==> src/rtl/serial_add_ctrl.sv <==
// serial_add_ctrl: bit-serial adder controller sequencing one shared full-add slice LSB-first
module half_adder (
  input  logic a,
  input  logic b,
  output logic s,
  output logic c
);
  assign s = a ^ b;
  assign c = a & b;
endmodule

module serial_add_ctrl #(
  parameter int WIDTH = 8,
  parameter int CNT_W = 6
) (
  input  logic             clk,
  input  logic             rst,
  input  logic             start,
  input  logic [WIDTH-1:0] A,
  input  logic [WIDTH-1:0] B,
  input  logic             Cin,
  output logic             busy,
  output logic             done,
  output logic [WIDTH-1:0] S,
  output logic             Cout
);
  typedef enum logic [1:0] {IDLE, RUN, DONE} state_t;
  state_t state;
  logic [WIDTH-1:0] a_sh, b_sh, r_sh, r_next;
  logic [CNT_W-1:0] cnt;
  logic carry, p, g0, s, g1, c, last;
  half_adder ha0 (.a(a_sh[0]), .b(b_sh[0]), .s(p), .c(g0));
  half_adder ha1 (.a(p), .b(carry), .s(s), .c(g1));
  assign c = g0 | g1;
  assign r_next = WIDTH'({s, r_sh} >> 1);
  assign last = cnt == CNT_W'(WIDTH - 1);
  // Controller: accept in IDLE/DONE, step the slice in RUN, publish result on the last bit
  always_ff @(posedge clk) begin
    if (rst) begin
      state <= IDLE;
      busy <= 1'b0;
      done <= 1'b0;
      S <= '0;
      Cout <= 1'b0;
      a_sh <= '0;
      b_sh <= '0;
      r_sh <= '0;
      carry <= 1'b0;
      cnt <= '0;
    end else if (state == RUN) begin
      a_sh <= a_sh >> 1;
      b_sh <= b_sh >> 1;
      r_sh <= r_next;
      carry <= c;
      cnt <= cnt + CNT_W'(1);
      if (last) begin
        S <= r_next;
        Cout <= c;
        busy <= 1'b0;
        done <= 1'b1;
        state <= DONE;
      end
    end else begin
      done <= 1'b0;
      busy <= start;
      state <= start ? RUN : IDLE;
      if (start) begin
        a_sh <= A;
        b_sh <= B;
        carry <= Cin;
        cnt <= '0;
      end
    end
  end
endmodule

==> config.mk <==
export PLATFORM = sky130hd
export DESIGN_NAME = serial_add_ctrl
export DESIGN_NICKNAME = d
export VERILOG_FILES = /design/src/rtl/serial_add_ctrl.sv
export SDC_FILE = /design/constraint.sdc
export NUM_CORES = 1
export LEC_CHECK = 0
export ABC_AREA = 1
export CORE_ASPECT_RATIO = 0.9
export CORE_MARGIN = 2
export CORE_UTILIZATION = 40
export CTS_CLUSTER_DIAMETER = 150
export CTS_CLUSTER_SIZE = 14
export DETAILED_ROUTE_END_ITERATION = 7
export PLACE_DENSITY = 0.66
export SLEW_MARGIN = 20
export SYNTH_ARGS = -nofsm -noshare
export SYNTH_HDL_FRONTEND = slang
export SYNTH_HIERARCHICAL = 1
export SYNTH_SLANG_ARGS = --single-unit
==> constraint.sdc <==
create_clock -name clk -period 3.7 [get_ports clk]
set_input_delay 0.37 -clock clk [delete_from_list [all_inputs] [get_ports clk]]
set_output_delay 0.37 -clock clk [all_outputs]
set_load 0.005 [all_outputs]
**After elaboration in Yosys (flattened, before gate mapping)**

Index checks and enable logic that the tools add are counted.

- Flip-flop bits (word level): 44
- Bits of input ports: 20
- Output and inout port bits: 11
- Logic and storage cells: 39

- $add $sub $neg: 1
- Equality and inequality tests: 3
- Muxes and demuxes: 13
- Bitwise gates (word level): 6
- Reductions and logical operators: 4

Operators with widths:

| cell | count |
|---|---|
| 7-bit two-way mux | 4 |
| 6-bit two-way mux | 2 |
| 6-bit by 1-bit adder with 6-bit output (second input constant) | 1 |
| 6-bit by 3-bit equality test with 1-bit output (second input constant) | 1 |
| 1-bit two-way mux | 5 |
| 2-bit two-way mux | 2 |
| 2-bit OR reduction | 2 |
| 1-bit AND | 2 |
| 2-bit by 1-bit equality test with 1-bit output (second input constant) | 1 |
| 2-bit inequality test (second input constant) | 1 |
| 2-bit AND reduction | 1 |
| 2-bit nonzero test | 1 |
| 1-bit bitwise XOR | 2 |
| 1-bit NOT | 1 |
| 1-bit bitwise OR | 1 |

**Depth between registers and ports, before layout**

Gate-level depths: netlist of the first run.

- Depth after elaboration: 4
- Depth in mapped cells: 8
- Gate-level depth less buffers: 7

**Hierarchy**

Netlist of the first run, hierarchy kept.

By module, submodules not included:

| module | instances | cells each | area each (µm²) | sequential area each (µm²) |
|---|---|---|---|---|
| serial_add_ctrl | 1 | 264 | 1841.8 | 840.8 |
| half_adder | 2 | 1 | 12.5 | 0.0 |

**Worst setup path before layout of the first run**

No wires, ideal clock.

- Path kind: reg2reg
- Start point: register cnt[0]
- End point: register S[7]
- Setup time: 0.113 ns
- Arrival: 1.141 ns
- Data required time: 3.587 ns
- Path slack: 2.446 ns
- Stages on the path, launching flop included: 8
- Buffers on the path: 1
- Clock period less this slack: 1.254 ns
- Cells stage by stage: dfxtp_1 ha_1 nand2_2 nor2_4 nand3_4 buf_6 nor2_1 nor2_1

- Word-level cells in the longest chain between the ends: 2

RTL lines:

| element | RTL line | source |
|---|---|---|
| start, declared | 30 | `logic [CNT_W-1:0] cnt;` |
| start signal, assigned | 55 | `cnt <= cnt + CNT_W'(1);` |
| 6-bit by 3-bit equality test with 1-bit output | 36 | `assign last = cnt == CNT_W'(WIDTH - 1);` |
| 2-bit AND reduction (no line) | n/a |  |
| end signal, assigned | 57 | `S <= r_next;` |
| end, declared | 24 | `output logic [WIDTH-1:0] S,` |

Every way passes these cells.
A chain may end at the register's enable or synchronous reset.

**Final worst setup path of the first run**

- Start point: input port start
- End point: register a_sh[3]

- Word-level cells in the longest chain between the ends: 1

RTL lines:

| element | RTL line | source |
|---|---|---|
| start, declared | 18 | `input logic start,` |
| 2-bit nonzero test (no line) | n/a |  |
| end signal, assigned | 51 | `a_sh <= a_sh >> 1;` |
| end, declared | 29 | `logic [WIDTH-1:0] a_sh, b_sh, r_sh, r_next;` |

Every way passes these cells.

==> results of run 1 <==
## where the power goes
group	switching, uW	leakage (uW)	internal (uW)
clock	154	0.0000575	188
combinational	49.3	0.000686	38.5
sequential	8.28	0.000341	466
total	212	0.00108	693
## per-stage QoR
step / hold WS (ps) / std cells / setup WS [ps]
floorplan: 419 / 266 / 2450
global placement: 437 / 348 / 1540
detailed placement: 435 / 348 / 1470
CTS: 446 / 356 / 1780
global route: 473 / 356 / 1590
finish: 448 / 356 / 1800
## state kept, by name (all words and copies together), names as in the netlist
name / cells
Cout: 1
b_sh: 8
S: 8
carry: 1
cnt: 6
state: 2
done: 1
a_sh: 8
r_sh: 7
## logic make-up after synthesis
logic type | synth area share (%)
adders and majority gates | 2.01
buffers and inverters | 11.7
AOI/OAI and AO/OA | 5.03
and+or+nand+nor | 36.3
DFF | 45.0
## area by class of cell
type	instances	share of cell area (%)
well taps	62	3.39
inverters	37	6.06
multi-input cells	175	35.3
flip-flops and latches	42	36.7
repair buffers	32	13.8
clock buffers	8	4.81
## worst reg2reg max path, cell delays in order, from the launching register on
cell and delay [ps]:
dfxtp_1 370, inv_2 40, nor2_2 640, nand3_4 340, nor2_1 210, nand2_1 60, nand2_1 50
## per-layer routing
layer | GRT usage [%] | part of all wire, % | wire (um)
met4 | 4.09 | 0.74 | 27
met1 | 20.7 | 53 | 1950
met3 | 5.08 | 5.0 | 182
met5 | 0 | 0 | 0
met2 | 27.2 | 41 | 1510
## worst paths after layout
check | slack (ps) | endpoint | depth (start not counted)
max | 1800 | a_sh[3] | 7
min | 450 | S[5] | 2
max reg2reg | 1920 | S[5] | 6
min reg2reg | 450 | S[5] | 2
## Yosys cell counts (2+ instances only)
cell type  count  area, um2
a21oi_1        6       30.0
buf_2          4       20.0
buf_4          3       22.5
clkbuf_1       2       7.51
dfxtp_1       42        841
ha_1           3       37.5
inv_1         36        135
nand2_1       74        278
nand2_2        2       12.5
nand3_1       48        240
nor2_1        26       97.6
o21ai_0        3       15.0
o21ai_1        2       10.0
o22ai_1        5       31.3
## cells in the final DEF, fill, tap and decap left out
master / n
nand2_2: 2
o21ai_0: 3
nand3_4: 1
inv_1: 36
clkbuf_8: 8
o22ai_1: 5
nand4_1: 1
nor2_4: 1
inv_2: 1
o21ai_1: 2
clkdlybuf4s50_1: 30
nor2_2: 1
nand3_1: 48
nor2_1: 26
a21oi_1: 6
buf_4: 2
nand2_1: 74
nor3b_1: 1
ha_1: 3
dfxtp_1: 42
o21bai_1: 1
==> reports/metrics.cfg, run 1 <==
[clocking]
clk_latency_ps = 290
post_cts_buffers = 0
cts_buffers = 5
clockRootBuffer = clkbuf_8
clk_transition_reported_paths_ps = 80
clock_path_buffers = 2
hold_buffers = 0
cts_resized = 0
h-tree-depth = 2
cts_tree = done
cts.sinks = 42

[grt]
gr-usage-all-layers_pct = 16.2
grt_pass1_wl_mm = 6.84
gr-total-overflow = 0
grt_pass1_vias = 1540
antenna_found_initial = 0
grt_max_degree = 22

[routing]
antenna_left = 0
routedWlPerCell_um = 10.3
drc = 0
via_count = 1631
drt_wl_total_mm = 3.67
drt-initial-drc-count = 66
drt_pass1_iterations = 4
via_per_inst = 4.58

[floorplanning]
dieArea_mm2 = 0.00523
core_mm2 = 0.00446
start_util_pct = 41.9
die_x_um = 76.0
rows = 23
die_y_um = 68.8
io_pins = 31

[finish]
register_area_um2 = 841
fin_util_pct = 51.4
num_antenna_cells = 0
syn2layout_area_growth_pct = 22.7
drive_above_1_share_pct = 5.44
design_area_mm2 = 0.00229
multi_input_area_um2 = 808
fill_cells = 450
fin_nets = 316

[yosys]
ys_async_sr_fraction_pct = 0
syn_nets = 289
synth_cell_types = 24
ys_warn_count = 6
synth-seq-area-share_pct = 45.0
synth.avg_cell_area_um2 = 7.02
synth_seq_cells = 42
synth_ff_type = dfxtp_1
synth_edf_count = 0
synthCells = 266
syn-cell-area_mm2 = 0.00187

[run_status]
status = complete, no violations

[sta]
finalSetupTns_ps = 0
period_needed_ps = 1900
finalCritPeriodShare_pct = 51.3
setup_viol = 0
relSlewSlack_pct = 42.8
hold_viol = 0
slew_viol_final = 0
max_freq_ghz = 0.527
worst_slew_pin_slew_ps = 857
skew_ps = 3.84
grt_setup_unrepaired = no

[place]
dpl-instance-area_mm2 = 0.00218
hpwl_mm = 2.54
place.gp.congestion = 0.804
portBuffers = 30

[setup_path]
arrival_ps = 2140
path_class = input port to flip-flop
critPathBufInv = 2
cp-startpoint = start
critPathTopFamily = buffers and inverters
critPathCaptureType = flip-flop
reg2reg_from = state[0]
cp_slowest_cell = clkdlybuf4s50_1
crit_top_cell = nand2_1
critPathLaunchType = input port
critPathMaxStageDelay_ps = 870
crit_required_ps = 3940
cp_max_fo = 18
cp_cell_sequence = clkdlybuf4s50_1 > inv_1 > nor2_1 > nand2_1 > nand2_1 > nand2_1 > nand2_1

[worst_hold_path]
hp-class = flip-flop to flip-flop
min_from = r_sh[6]

[power]
fin_total_pwr_uw = 905
vdd_drop_max_mv = 0.208
power_density_mw_per_mm2 = 395
p_leak_uw = 0.00108

[job]
maxCapViolCount = 0

Power figures use the tool's default switching activity.
==> run 2, diff against run 1 <==
--- a/config.mk
+++ b/config.mk
@@ -12,7 +12,7 @@
 export CTS_CLUSTER_DIAMETER = 150
 export CTS_CLUSTER_SIZE = 14
 export DETAILED_ROUTE_END_ITERATION = 7
-export PLACE_DENSITY = 0.66
+export PLACE_DENSITY = 0.68
 export SLEW_MARGIN = 20
 export SYNTH_ARGS = -nofsm -noshare
 export SYNTH_HDL_FRONTEND = slang
==> constraint.sdc (replaced) <==
create_clock -name clk -period 1.7 [get_ports clk]
set_input_delay 0.17 -clock clk [delete_from_list [all_inputs] [get_ports clk]]
set_output_delay 0.17 -clock clk [all_outputs]
set_load 0.005 [all_outputs]
==> run 2 against run 1 <==
Effect of this change: global-route usage shrank 1.0 points; clock-buffer cell count shrank 2; total power increased by 100%; sequential share of layout area is 0.16 points lower; register-to-register slack worse by 1600 ps; final area rose by 0.44%; first-iteration DRC count rose by 11%; combinational power grew 130%; flip-flop and latch count stayed put; critical endpoint is now S[5]; largest cell class unchanged.
==> reports/metrics.cfg, run 2 (synthesis gave the netlist of run 1 again) <==
[sta]
worst_slew_pin_slew_ps = 496  ; -361 ps
max_freq_ghz = 0.732
finalCritPeriodShare_pct = 80.4
setup_viol = 0  ; unchanged
skew_ps = 4.16  ; +0.312 ps
finalSetupTns_ps = 0  ; unchanged
period_needed_ps = 1370
hold_viol = 0  ; unchanged
relSlewSlack_pct = 66.9  ; +24 points
slew_viol_final = 0  ; unchanged
grt_setup_unrepaired = no

[routing]
via_per_inst = 4.61  ; +0.62%
via_count = 1655  ; +1.5%
antenna_left = 0  ; unchanged
drc = 0  ; unchanged
drt_pass1_iterations = 6  ; +2
drt-initial-drc-count = 73  ; +11%
routedWlPerCell_um = 10.0  ; -2.8%
drt_wl_total_mm = 3.60  ; -1.9%

[place]
hpwl_mm = 2.52  ; -1.0%
portBuffers = 30  ; unchanged
dp.cells = 353  ; +1.4%
place.gp.congestion = 0.797  ; -0.93%

[clocking]
hold_buffers = 0  ; unchanged
cts.sinks = 42  ; unchanged
h-tree-depth = 2  ; unchanged
cts_buffers = 5  ; unchanged
clock_path_buffers = 2  ; unchanged
clockRootBuffer = clkbuf_8
cts_resized = 0  ; unchanged
clk_latency_ps = 280  ; about the same
clk_transition_reported_paths_ps = 70  ; about the same
post_cts_buffers = 0  ; unchanged
cts_tree = done

[setup_path]
cp_max_fo = 18  ; unchanged
crit_required_ps = 1930  ; -2010 ps
critPathLaunchType = flip-flop
arrival_ps = 1600  ; -540 ps
path_class = flip-flop to flip-flop
critPathCaptureType = flip-flop

[grt]
antenna_found_initial = 0  ; unchanged
gr-usage-all-layers_pct = 15.2  ; -1.0 points
grt_pass1_vias = 1431  ; -7.1%
grt_max_degree = 23  ; +4.5%
gr-total-overflow = 0  ; unchanged
grt_pass1_wl_mm = 6.20  ; -9.5%

[worst_hold_path]
hp-class = input port to flip-flop

[floorplanning]
io_pins = 31  ; unchanged
die_y_um = 68.8  ; unchanged
start_util_pct = 41.9  ; unchanged
rows = 23  ; unchanged
core_mm2 = 0.00446  ; unchanged
die_x_um = 76.0  ; unchanged
dieArea_mm2 = 0.00523  ; unchanged

[run_status]
status = complete, no violations

[power]
switching_power_uw = 432  ; +100%
power.share.switching_pct = 23.3  ; -0.11 points
power_density_mw_per_mm2 = 805  ; +100%
p_leak_uw = 0.00109  ; +0.93%
clockPowerShare_pct = 33.3  ; -4.6 points
p_int_uw = 1420  ; +110%
seqPwrFrac_pct = 55.7  ; +3.3 points
fin_total_pwr_uw = 1850  ; +100%
vdd_drop_max_mv = 0.490  ; +140%
power_frac_comb_pct = 11.0  ; +1.3 points

[finish]
fin_nets = 321  ; +1.6%
layout.cells.non_filler = 359  ; +0.84%
drive_above_1_share_pct = 6.40  ; +0.96 points
num_antenna_cells = 0  ; unchanged
final_cell_mix = nand2_1, nand3_1, dfxtp_1
reg.largest.list = S x8, a_sh x8, b_sh x8
syn2layout_area_growth_pct = 23.3
layout_commonest_cell = nand2_1

[job]
maxCapViolCount = 0  ; unchanged

## run 2: cell types whose count changed in the layout (fill, tap and decap cells not counted), sizes merged
cell    delta
buf        +5
clkbuf     -2
## run 2: final timing paths
kind / to / startpoint / cells past startpoint / slack (ps)
worst max-delay path: S[5] / cnt[0] / 7 / 330
worst min-delay path: b_sh[7] / B[7] / 3 / 440
worst max register to register: S[5] / cnt[0] / 7 / 330
worst min register to register: S[5] / r_sh[6] / 2 / 450
## run 2: stage by stage
stage / instance area [um2] / hold WS [ps] / utilization (%) / setup slack, ps
finish: 2300 / 440 / 51.6 / 333
CTS: 2300 / 434 / 51.6 / 316
global route: 2300 / 453 / 51.6 / 202
detailed placement: 2220 / 448 / 49.7 / 242
floorplan: 1870 / 242 / - / 446
global placement: 2220 / 434 / 49.7 / 275
## run 2: cell type report
class,count,area (um2)
Multi-Input combinational cell,175,808
Tap cell,62,77.6
Timing Repair Buffer,37,353
Fill cell,445,2160
Sequential cell,42,841
Clock buffer,6,82.6
Inverter,37,139
## run 2: routing by layer
| layer | global-route usage (%) | vias to the layer above | wire, um | part of all wire, % |
|---|---|---|---|---|
| met2 | 25.4 | 31 | 1520 | 42 |
| met1 | 18.7 | 729 | 1890 | 53 |
| li1 | - | 893 | - | - |
| met3 | 4.56 | 2 | 158 | 4.4 |
| met4 | 6.14 | 0 | 23 | 0.64 |
| met5 | 0 | - | 0 | 0 |
## run 2: critical path, stage by stage (launching register included)
cell and delay (ps):
dfxtp_1 400, ha_1 220, nand2_2 80, nor2_4 130, nand3_4 190, nor2_1 170
nand2_1 60, nand2_1 50
## run 2: power groups by stage
stage	clock network [uW]	logic (uW)	registers [uW]
3_5_place_dp	0	204	1060
2_1_floorplan	0	125	1050
3_3_place_gp	0	202	1050
5_1_grt	681	231	1040
6_report	617	204	1030
4_1_cts	638	205	1030
==> run 3, diff against run 2 <==
--- a/config.mk
+++ b/config.mk
@@ -12,7 +12,7 @@
 export CTS_CLUSTER_DIAMETER = 150
 export CTS_CLUSTER_SIZE = 14
 export DETAILED_ROUTE_END_ITERATION = 7
-export PLACE_DENSITY = 0.68
+export PLACE_DENSITY = 0.66
 export SLEW_MARGIN = 20
 export SYNTH_ARGS = -nofsm -noshare
 export SYNTH_HDL_FRONTEND = slang
==> constraint.sdc (replaced) <==
create_clock -name clk -period 1.4 [get_ports clk]
set_input_delay 0.14 -clock clk [delete_from_list [all_inputs] [get_ports clk]]
set_output_delay 0.14 -clock clk [all_outputs]
set_load 0.005 [all_outputs]
==> run 3 against run 2 <==
Effect of this change: via count increased by 2.1%; hold slack worse by 42 ps; first-iteration DRC count shrank 25%; global-route usage is 0.56 points higher; register-to-register slack lost 230 ps; die area unchanged; sequential power rose by 21%; clock power is 19% higher; wire length increased by 6.8%; non-clock buffer count rose by 8; utilization increased by 2.6 points; critical endpoint is now busy; largest power group unchanged.
==> reports/metrics.cfg, run 3 (synthesis gave the netlist of run 1 again) <==
[run_status]
status = complete, no violations

[sta]
worst_slew_pin_slew_ps = 339  ; -157 ps
max_freq_ghz = 0.738
hold_viol = 0  ; unchanged
period_needed_ps = 1360
setup_viol = 0  ; unchanged
relSlewSlack_pct = 77.3  ; +10 points
whs_ps = 398  ; -41.9 ps
grt_setup_unrepaired = yes
finalCritPeriodShare_pct = 96.8
slew_viol_final = 0  ; unchanged
skew_ps = 3.85  ; -0.301 ps

[floorplanning]
die_y_um = 68.8  ; unchanged
die_x_um = 76.0  ; unchanged
rows = 23  ; unchanged
io_pins = 31  ; unchanged
start_util_pct = 41.9  ; unchanged
core_mm2 = 0.00446  ; unchanged
dieArea_mm2 = 0.00523  ; unchanged

[routing]
drc = 0  ; unchanged
routedWlPerCell_um = 10.4  ; +4.2%
via_per_inst = 4.59  ; -0.44%
drt_wl_total_mm = 3.84  ; +6.8%
antenna_left = 0  ; unchanged
via_count = 1689  ; +2.1%
drt-initial-drc-count = 55  ; -25%
drt_pass1_iterations = 4  ; -2

[finish]
syn2layout_area_growth_pct = 29.4
drive_above_1_share_pct = 9.48  ; +3.1 points
reg.largest.list = S x8, a_sh x8, b_sh x8
layout.cells.non_filler = 368  ; +2.5%
fill_cells = 424  ; -4.7%
final_cell_mix = nand2_1, nand3_1, dfxtp_1
register_area_um2 = 841  ; unchanged
multi_input_area_um2 = 816  ; +0.93%
num_antenna_cells = 0  ; unchanged
fin_nets = 329  ; +2.5%
layout_commonest_cell = nand2_1

[place]
place.gp.congestion = 0.746  ; -6.4%
portBuffers = 30  ; unchanged
hpwl_mm = 2.73  ; +8.3%
dp.cells = 361  ; +2.3%

[setup_path]
critPathCaptureType = output port
critPathTopFamily = buffers and inverters
critPathMaxStageDelay_ps = 520  ; +120 ps
crit_required_ps = 1260  ; -670 ps
critPathBufInv = 1  ; +1
cp_slowest_cell = clkdlybuf4s50_1
cp_cell_sequence = clkdlybuf4s50_1
cp_max_fo = 3  ; -15
arrival_ps = 1220  ; -380 ps
critPathLaunchType = flip-flop
path_class = flip-flop to output port

[power]
p_leak_uw = 0.00115  ; +5.0%
fin_total_pwr_uw = 2280  ; +23%
vdd_drop_max_mv = 0.562  ; +15%
power_density_mw_per_mm2 = 945  ; +17%

[clocking]
clockRootBuffer = clkbuf_8
post_cts_buffers = 0  ; unchanged
clk_transition_reported_paths_ps = 70  ; about the same
cts_buffers = 5  ; unchanged
clk_latency_ps = 290  ; about the same
cts_tree = done
cts.sinks = 42  ; unchanged
clock_path_buffers = 2  ; unchanged
h-tree-depth = 2  ; unchanged

[grt]
antenna_found_initial = 0  ; unchanged
gr-total-overflow = 0  ; unchanged
use_met3_pct = 3.39  ; -1.2 points
grt_max_degree = 19  ; -17%
grt_pass1_vias = 1471  ; +2.8%
use_met1_pct = 21.2  ; +2.4 points
grt.met2_usage_pct = 24.9  ; -0.56 points
busiest_layer = met2
gr-usage-all-layers_pct = 15.7  ; +0.56 points
grt_pass1_wl_mm = 6.53  ; +5.3%

[worst_hold_path]
hp-class = input port to flip-flop

[job]
maxCapViolCount = 0  ; unchanged

[run 3: changes by cell type in the layout (fill, tap and decap cells not counted)]
cell	delta
buf_12	+4
buf_4	+3
buf_6	+1
clkbuf_1	+2
clkbuf_8	-1
nand2_1	-1
nand2_2	+1
nor2_1	-2
nor2_2	+2
[run 3: per-layer routing]
layer  up-vias  part of all wire [%]
met3         7                   4.1
li1        908                     -
met4         0                   1.7
met5         -                     0
met2        35                    40
met1       739                    54
[run 3: path summary, 6_finish.rpt]
check | cells past startpoint | start | end | slack (ps)
max | 1 | state[0] | busy | 40
min | 3 | B[7] | b_sh[7] | 400
max reg2reg | 6 | cnt[0] | S[2] | 100
min reg2reg | 2 | a_sh[4] | a_sh[3] | 460
[run 3: stage by stage]
step	setup slack (ps)	setup TNS (ps)	cell area, um2	utilization, %
after detailed placement	48.8	0	2330	52.2
after CTS	65.9	0	2400	53.9
final	44.8	0	2420	54.2
after floorplan	146	0	1870	-
after global placement	17.2	0	2330	52.2
after global routing	-5.99	-5.99	2420	54.2
[run 3: report_power, final]
part	switching (uW)	internal, uW
combinational	147	148
sequential	20.8	1230
clock	392	344
[run 3: area by class of cell]
type | instances | area share, %
well taps | 62 | 3.21
inverters | 37 | 5.75
repair buffers | 45 | 19.3
clock buffers | 7 | 3.16
flip-flops and latches | 42 | 34.8
multi-input cells | 175 | 33.8
[run 3: what timing repair did]
| item | in CTS | in global routing |
|---|---|---|
| hold buffers | 0 | 0 |
| endpoints found under the hold margin | 0 | 0 |
| resized for setup | 0 | 4 |
| setup endpoints to repair | 0 | 11 |
